File: src/rtl/bus_if.sv
// Valid/ready request bus shared by the register-driving master and its responders.
interface bus_if;
    logic        valid;
    logic        read;
    logic        write;
    logic [15:0] addr;
    logic [31:0] write_data;
    logic        ready;
    logic [31:0] read_data;

    modport master (
        output valid, read, write, addr, write_data,
        input  ready, read_data
    );

    modport slave (
        input  valid, read, write, addr, write_data,
        output ready, read_data
    );
endinterface

File: src/rtl/slave_reg.sv
// Bus responder serving one request at a time from a local register file,
// completing after WAIT_CYCLES wait states with a registered ready pulse.
module slave_reg #(
    parameter int unsigned NUM_REGS    = 16,
    parameter logic [15:0] BASE_ADDR   = 16'h0010,
    parameter int unsigned WAIT_CYCLES = 1,
    parameter logic [31:0] RESET_VAL   = 32'h0000_0000
) (
    input  logic  clk,
    input  logic  reset,
    bus_if.slave  busa,
    output logic  err
);
    localparam int unsigned IDX_W    = (NUM_REGS > 1) ? $clog2(NUM_REGS) : 1;
    localparam logic [15:0] SPAN     = 16'(4 * NUM_REGS);
    localparam logic [3:0]  CNT_INIT = (WAIT_CYCLES == 0) ? 4'd0 : 4'(WAIT_CYCLES - 1);

    typedef enum logic [1:0] {ST_IDLE, ST_WAIT, ST_RESP} state_t;

    state_t      state_q, state_d;
    logic [3:0]  cnt_q, cnt_d;
    logic        rd_q, rd_d;
    logic        wr_q, wr_d;
    logic [15:0] addr_q, addr_d;
    logic [31:0] wdata_q, wdata_d;
    logic        ready_q, ready_d;
    logic [31:0] read_data_q, read_data_d;
    logic        err_q, err_d;
    logic [31:0] regs_q [NUM_REGS];
    logic [31:0] regs_d [NUM_REGS];

    logic             req_rd, req_wr, hit;
    logic [15:0]      req_addr, off;
    logic [IDX_W-1:0] idx;

    // With zero wait states the response is produced on the capture edge,
    // so decode must look through to the live bus while idle.
    always_comb begin
        req_rd   = (state_q == ST_IDLE) ? busa.read  : rd_q;
        req_wr   = (state_q == ST_IDLE) ? busa.write : wr_q;
        req_addr = (state_q == ST_IDLE) ? busa.addr  : addr_q;
        off      = req_addr - BASE_ADDR;
        hit      = (req_addr >= BASE_ADDR) && (off < SPAN) && (off[1:0] == 2'b00);
        idx      = off[IDX_W+1:2];
    end

    always_ff @(posedge clk or negedge reset) begin
        if (!reset) begin
            state_q     <= ST_IDLE;
            cnt_q       <= '0;
            rd_q        <= 1'b0;
            wr_q        <= 1'b0;
            addr_q      <= '0;
            wdata_q     <= '0;
            ready_q     <= 1'b0;
            read_data_q <= '0;
            err_q       <= 1'b0;
            for (int unsigned i = 0; i < NUM_REGS; i++) regs_q[i] <= RESET_VAL;
        end else begin
            state_q     <= state_d;
            cnt_q       <= cnt_d;
            rd_q        <= rd_d;
            wr_q        <= wr_d;
            addr_q      <= addr_d;
            wdata_q     <= wdata_d;
            ready_q     <= ready_d;
            read_data_q <= read_data_d;
            err_q       <= err_d;
            regs_q      <= regs_d;
        end
    end

    always_comb begin
        state_d = state_q;
        cnt_d   = cnt_q;
        rd_d    = rd_q;
        wr_d    = wr_q;
        addr_d  = addr_q;
        wdata_d = wdata_q;
        case (state_q)
            ST_IDLE: begin
                if (busa.valid) begin
                    rd_d    = busa.read;
                    wr_d    = busa.write;
                    addr_d  = busa.addr;
                    wdata_d = busa.write_data;
                    cnt_d   = CNT_INIT;
                    state_d = (WAIT_CYCLES == 0) ? ST_RESP : ST_WAIT;
                end
            end
            ST_WAIT: begin
                if (cnt_q == 4'd0) state_d = ST_RESP;
                else               cnt_d   = cnt_q - 4'd1;
            end
            ST_RESP: state_d = ST_IDLE;
            default: state_d = ST_IDLE;
        endcase
    end

    always_comb begin
        ready_d     = (state_d == ST_RESP);
        read_data_d = '0;
        err_d       = 1'b0;
        if (state_d == ST_RESP) begin
            if (req_rd && !req_wr && hit) read_data_d = regs_q[idx];
            err_d = (req_rd || req_wr) && !((req_rd ^ req_wr) && hit);
        end
        regs_d = regs_q;
        if (state_q == ST_RESP && wr_q && !rd_q && hit) regs_d[idx] = wdata_q;
    end

    assign busa.ready     = ready_q;
    assign busa.read_data = read_data_q;
    assign err            = err_q;
endmodule

File: src/flat_wrapper.sv
// flat-port wrapper written by rule: the top's interface ports become plain ports
module slave_reg_flat 
#(
    parameter int unsigned NUM_REGS    = 16,
    parameter logic [15:0] BASE_ADDR   = 16'h0010,
    parameter int unsigned WAIT_CYCLES = 1,
    parameter logic [31:0] RESET_VAL   = 32'h0000_0000
)
  (clk, reset, err, busa_valid, busa_read, busa_write, busa_addr, busa_write_data, busa_ready, busa_read_data);
  bus_if busa_i ();
  input  logic clk;
  input  logic reset;
  output logic err;
  input wire logic [$bits(busa_i.valid)-1:0] busa_valid;
  input wire logic [$bits(busa_i.read)-1:0] busa_read;
  input wire logic [$bits(busa_i.write)-1:0] busa_write;
  input wire logic [$bits(busa_i.addr)-1:0] busa_addr;
  input wire logic [$bits(busa_i.write_data)-1:0] busa_write_data;
  output wire logic [$bits(busa_i.ready)-1:0] busa_ready;
  output wire logic [$bits(busa_i.read_data)-1:0] busa_read_data;
  assign busa_i.valid = busa_valid;
  assign busa_i.read = busa_read;
  assign busa_i.write = busa_write;
  assign busa_i.addr = busa_addr;
  assign busa_i.write_data = busa_write_data;
  assign busa_ready = busa_i.ready;
  assign busa_read_data = busa_i.read_data;
  slave_reg #(.NUM_REGS(NUM_REGS), .BASE_ADDR(BASE_ADDR), .WAIT_CYCLES(WAIT_CYCLES), .RESET_VAL(RESET_VAL)) u_core (.clk(clk), .reset(reset), .busa(busa_i), .err(err));
endmodule
File: config.mk
export PLATFORM = sky130hd
export DESIGN_NAME = slave_reg_flat
export DESIGN_NICKNAME = d
export VERILOG_FILES = /design/src/rtl/bus_if.sv /design/src/rtl/slave_reg.sv /design/src/flat_wrapper.sv
export SDC_FILE = /design/constraint.sdc
export NUM_CORES = 1
export LEC_CHECK = 0
export ABC_AREA = 1
export CORE_UTILIZATION = 25
export DETAILED_ROUTE_END_ITERATION = 16
export GPL_TIMING_DRIVEN = 0
export SETUP_SLACK_MARGIN = 0.2
export SLEW_MARGIN = 20
export SYNTH_ARGS = -nofsm -noshare
export SYNTH_HDL_FRONTEND = slang
export SYNTH_SLANG_ARGS = --single-unit
File: constraint.sdc
create_clock -name clk -period 7.95 [get_ports clk]
set_input_delay 1.1925 -clock clk [delete_from_list [all_inputs] [get_ports clk]]
set_output_delay 1.1925 -clock clk [all_outputs]
set_load 0.05 [all_outputs]
==> results.md <==
- The placed cell count is 5545.
- The DRC violations left is 0.
- sky130_fd_sc_hd__nand2_1 is the most common cell in the netlist.
- Once detail routing completed, the nets flagged for antenna violations numbered 0.
- The power per unit of standard cell area is 417 nW/um^2.
- The worst slew margin relative to its limit is 8.60%.
- On the worst path, the slowest cell contributes a delay of 0.77 ns.
- For this design the top-level I/O count stands at 87.
- The worst reg2reg path depth is 14.
- The pin count of the biggest net entering global routing is 88.
- Ranked by instance count, the synthesized netlist is headed by sky130_fd_sc_hd__nand2_1 (1551), sky130_fd_sc_hd__nand3_1 (659), sky130_fd_sc_hd__dfrtp_1 (602).
- The share of flip-flops with an asynchronous set or reset after synthesis is 100%.
- Buffers inserted to repair hold after CTS numbered 0.
- In this run the tool buffered the top-level ports with 86 buffer cells.
- The buffer count from post-CTS setup fixing is 0.
- The floorplan has 124 rows.
- The CTS tree is built.
- The number of DRC markers in iteration 0 is 4255.
- The final layout net count is 4162.
- The signal on the critical path passes through clkdlybuf4s50_1 > inv_1 > nand2_1 > nand2_1 > inv_1 > clkbuf_1 > clkbuf_1 > ha_1 > clkbuf_1 > inv_1 > buf_1 > nand3_1 > nand2_1 > nor2_1.
- In the final routed layout, each cell accounts on average for 22.9 microns.
- The y dimension of the die is 344 microns.
- Routability-driven placement finished with a final weighted congestion of 0.973.
- Across the VDD grid, the largest voltage drop is 0.283 mV.
- STA puts the critical path data required time at 8.42 ns.
- The detailed-router iteration count before antenna repair is 6.
- The area of the multi-input gates is 11900 sq um.
- The count of clock tree sinks is 602.
- At the later pin of the worst-skew pair, clock insertion delay measures 0.65 ns.
- The H-tree was split into 3 levels.
- The leakage power of the design is 18.1 nW.
- The combined flip-flop and latch cell area is 15100 sq um.
- The buffer type at the clock tree root is sky130_fd_sc_hd__clkbuf_16.
- For this block, the routed nets add up to 130000 microns of wire.
- The startpoint identified for the worst register-to-register timing path is u_core.state_q[0].
- The register-to-register setup slack is 3.09 ns.
- In the synthesized netlist, the number of instances is 3939.
- The number of antenna violations at the first check in global routing is 2.
- The synthesized design contains 602 register bits.
- The total design power is 14.4 mW.
- The actual slew at the worst max-slew pin is 1.36 ns.
- By startpoint and endpoint, the worst setup path is classified as input port to flip-flop.
- The endpoint of the worst hold-timing path is u_core.regs_q[231].
- For this run, the top clock speed supported by timing is 0.187 GHz.
- The full die area is 118000 sq um.
- The sequential area share after synthesis is 51.6%.
- The top cell type by total area after synthesis is sky130_fd_sc_hd__dfrtp_1.
- The growth of design area from synthesis to finish is 18.0%.
- The startpoint of the most critical hold path is u_core.regs_q[231].
- The worst register-to-register path ends at u_core.busa.read_data[31].
- The initial cell density of the core is 25.4%.
- The die extent in x is 344 microns.
- The clock passes through at most 3 buffers.
- The total CTS buffers is 69.
- Summing over every cut layer, the via total after detailed routing is 28900.
- For this design, the slowest cell found on the critical path is sky130_fd_sc_hd__clkbuf_1.
- After legalization and detailed placement, the total HPWL measured 90200 microns.
- Counting every net in the synthesized netlist gives 3996.
- Using the TritonRoute via totals, the vias-per-cell ratio works out to 5.10.
- The max-cap violation count is 0.
- Yosys mapped a number of flops with a built-in enable equal to 0.
- Setup repair after global routing left no endpoint under its margin.
- Summed over its instances, the top area cell type makes up 51.6% of the synthesized netlist area.
- The core area is 115000 sq um.
- The yosys synthesis warning count is 0.
- The number of standard cells in the final layout excluding fillers is 5664.
- The mean instance size in the synthesized netlist is 7.41 sq um.
- Adding up every negative setup slack in the final design gives 0 ns.
- By area the synthesized netlist is led by sky130_fd_sc_hd__dfrtp_1 (52%), sky130_fd_sc_hd__nand2_1 (20%), sky130_fd_sc_hd__nand3_1 (11%).
- The run finished with clean final reports.
- After clock tree synthesis, the repair step resized 0 gates.
- The total global routing overflow is 0.
- Data arrives at the worst endpoint at 5.80 ns.
- The mapped netlist covers 29200 sq um.
- Counting both buffers and inverters, the worst setup path holds a total of 8.
- The register clock-pin slew on the reported worst setup and hold paths is 0.06 ns.
- The commonest register cell after synthesis is sky130_fd_sc_hd__dfrtp_1.
- Broken down by cell family, the worst path's largest delay share belongs to buffers and inverters.
- The first global-routing pass estimated 188000 microns of wire.
- The smallest clock period supported by the final layout is computed as 5.34 ns.
- The class of the worst hold path is flip-flop to flip-flop.
- In this run, distinct cell masters in the synthesized netlist total 25.
- Clock skew on the completed layout was measured at 0.0370 ns.
- The number of global-route vias before repair is 27000.
- Counting the fill cells in the layout gives 12600.
- The number of instances on the worst hold path is 2.
- In the finished design, the share of the clock period the worst path needs comes to 67.1%.
- STA classifies the critical path endpoint as a flip-flop.
- In the final layout, the share of cells above drive strength 1 is 6.55%.
- The max-slew violation count was 0.
- The total count of hold-check failures in the final report is 0.
- In this run the worst path has a maximum fanout of 10.
- The global-route total usage across every layer is 21.8%.
- Setup violations remaining at the end of the flow were counted as 0.
- The worst setup path is launched from an input port.
logic make-up after synthesis:
logic type	share of synthesized area (%)
AOI/OAI and AO/OA	3.93
adders and majority gates	0.171
buffers and inverters	7.48
DFF	51.6
and+or+nand+nor	36.8
power breakdown:
group | leakage, nW | internal, mW | switching [mW]
logic | 8.65 | 1.53 | 6.29
registers | 8.33 | 3.21 | 0.0569
clock network | 1.11 | 1.90 | 1.37
total | 18.1 | 6.63 | 7.72
area by class of cell:
type | instances | share of cell area (%)
inverters | 184 | 2.01
diodes | 1 | 0.00727
flip-flops and latches | 602 | 43.7
plain buffers | 336 | 4.34
clock buffers | 97 | 5.85
multi-input cells | 2817 | 34.7
repair buffers | 95 | 3.20
clock inverters | 20 | 0.683
well taps | 1512 | 5.49
through the flow:
stage	util [%]	instance area (sq um)	worst slack (ns)	hold slack (ns)
after CTS	29.9	34400	2.92	0.466
after detailed placement	27.9	32200	2.36	0.451
after global placement	27.7	31900	-22.93	0.447
after global routing	29.9	34400	2.70	0.478
final	29.9	34400	2.61	0.465
after floorplan	-	29200	4.73	0.434
worst max-delay path by stage:
| stage | startpoint | cells after the start | to | slack [ns] |
|---|---|---|---|---|
| after global routing | busa_addr[4] | 14 | u_core.busa.read_data[31] | 2.70 |
| after CTS | busa_addr[4] | 14 | u_core.busa.read_data[31] | 2.92 |
| after global placement | reset | 1 | u_core.busa.read_data[12] | -22.93 |
| after floorplan | busa_addr[4] | 12 | u_core.regs_q[139] | 4.73 |
| after detailed placement | busa_addr[4] | 14 | u_core.busa.read_data[31] | 2.36 |
| final | busa_addr[4] | 14 | u_core.busa.read_data[31] | 2.61 |
sequential cells by signal, indices dropped and copies added, names as in the netlist:
| register | flops |
|---|---|
| u_core.regs_q | 512 |
| u_core.rd_q | 1 |
| u_core.wdata_q | 32 |
| u_core.cnt_q | 4 |
| u_core.addr_q | 16 |
| u_core.busa.read_data | 32 |
| u_core.state_q | 2 |
| u_core.err | 1 |
| u_core.busa.ready | 1 |
| u_core.wr_q | 1 |
tightest hold or removal path: cells and delay by family, from the launching register on:
| kind | cells | cell delay (ns) |
|---|---|---|
| AND/OR/NAND/NOR | 2 | 0.09 |
| flip-flops | 1 | 0.34 |
placed cells by master (no fill, tap or decap), types with 3 or more instances in the layout:
cell / count
sky130_fd_sc_hd__nand2_1: 1551
sky130_fd_sc_hd__nand3_1: 659
sky130_fd_sc_hd__dfrtp_1: 602
sky130_fd_sc_hd__nor2_1: 305
sky130_fd_sc_hd__clkbuf_1: 230
sky130_fd_sc_hd__o21ai_0: 226
sky130_fd_sc_hd__inv_1: 176
sky130_fd_sc_hd__clkdlybuf4s50_1: 85
sky130_fd_sc_hd__buf_2: 71
sky130_fd_sc_hd__clkbuf_16: 71
sky130_fd_sc_hd__buf_4: 36
sky130_fd_sc_hd__or2_2: 22
sky130_fd_sc_hd__nor3_1: 20
sky130_fd_sc_hd__clkbuf_8: 14
sky130_fd_sc_hd__clkinv_2: 10
sky130_fd_sc_hd__buf_1: 9
sky130_fd_sc_hd__nand4_2: 9
sky130_fd_sc_hd__inv_2: 8
sky130_fd_sc_hd__buf_16: 8
sky130_fd_sc_hd__nand4_1: 7
sky130_fd_sc_hd__ha_1: 4
sky130_fd_sc_hd__bufinv_16: 4
sky130_fd_sc_hd__nor2_2: 3
routing by layer:
metal,track usage (%),part of all wire (%),wire [microns],up-vias
met3,4.80,11,14500,380
met2,32.9,43,56400,1750
met5,0,0.010,13,-
met4,13.4,6.4,8300,2
li1,-,-,-,12700
met1,28.4,39,50500,14000
No activity file was read; power rests on OpenSTA's default activity.
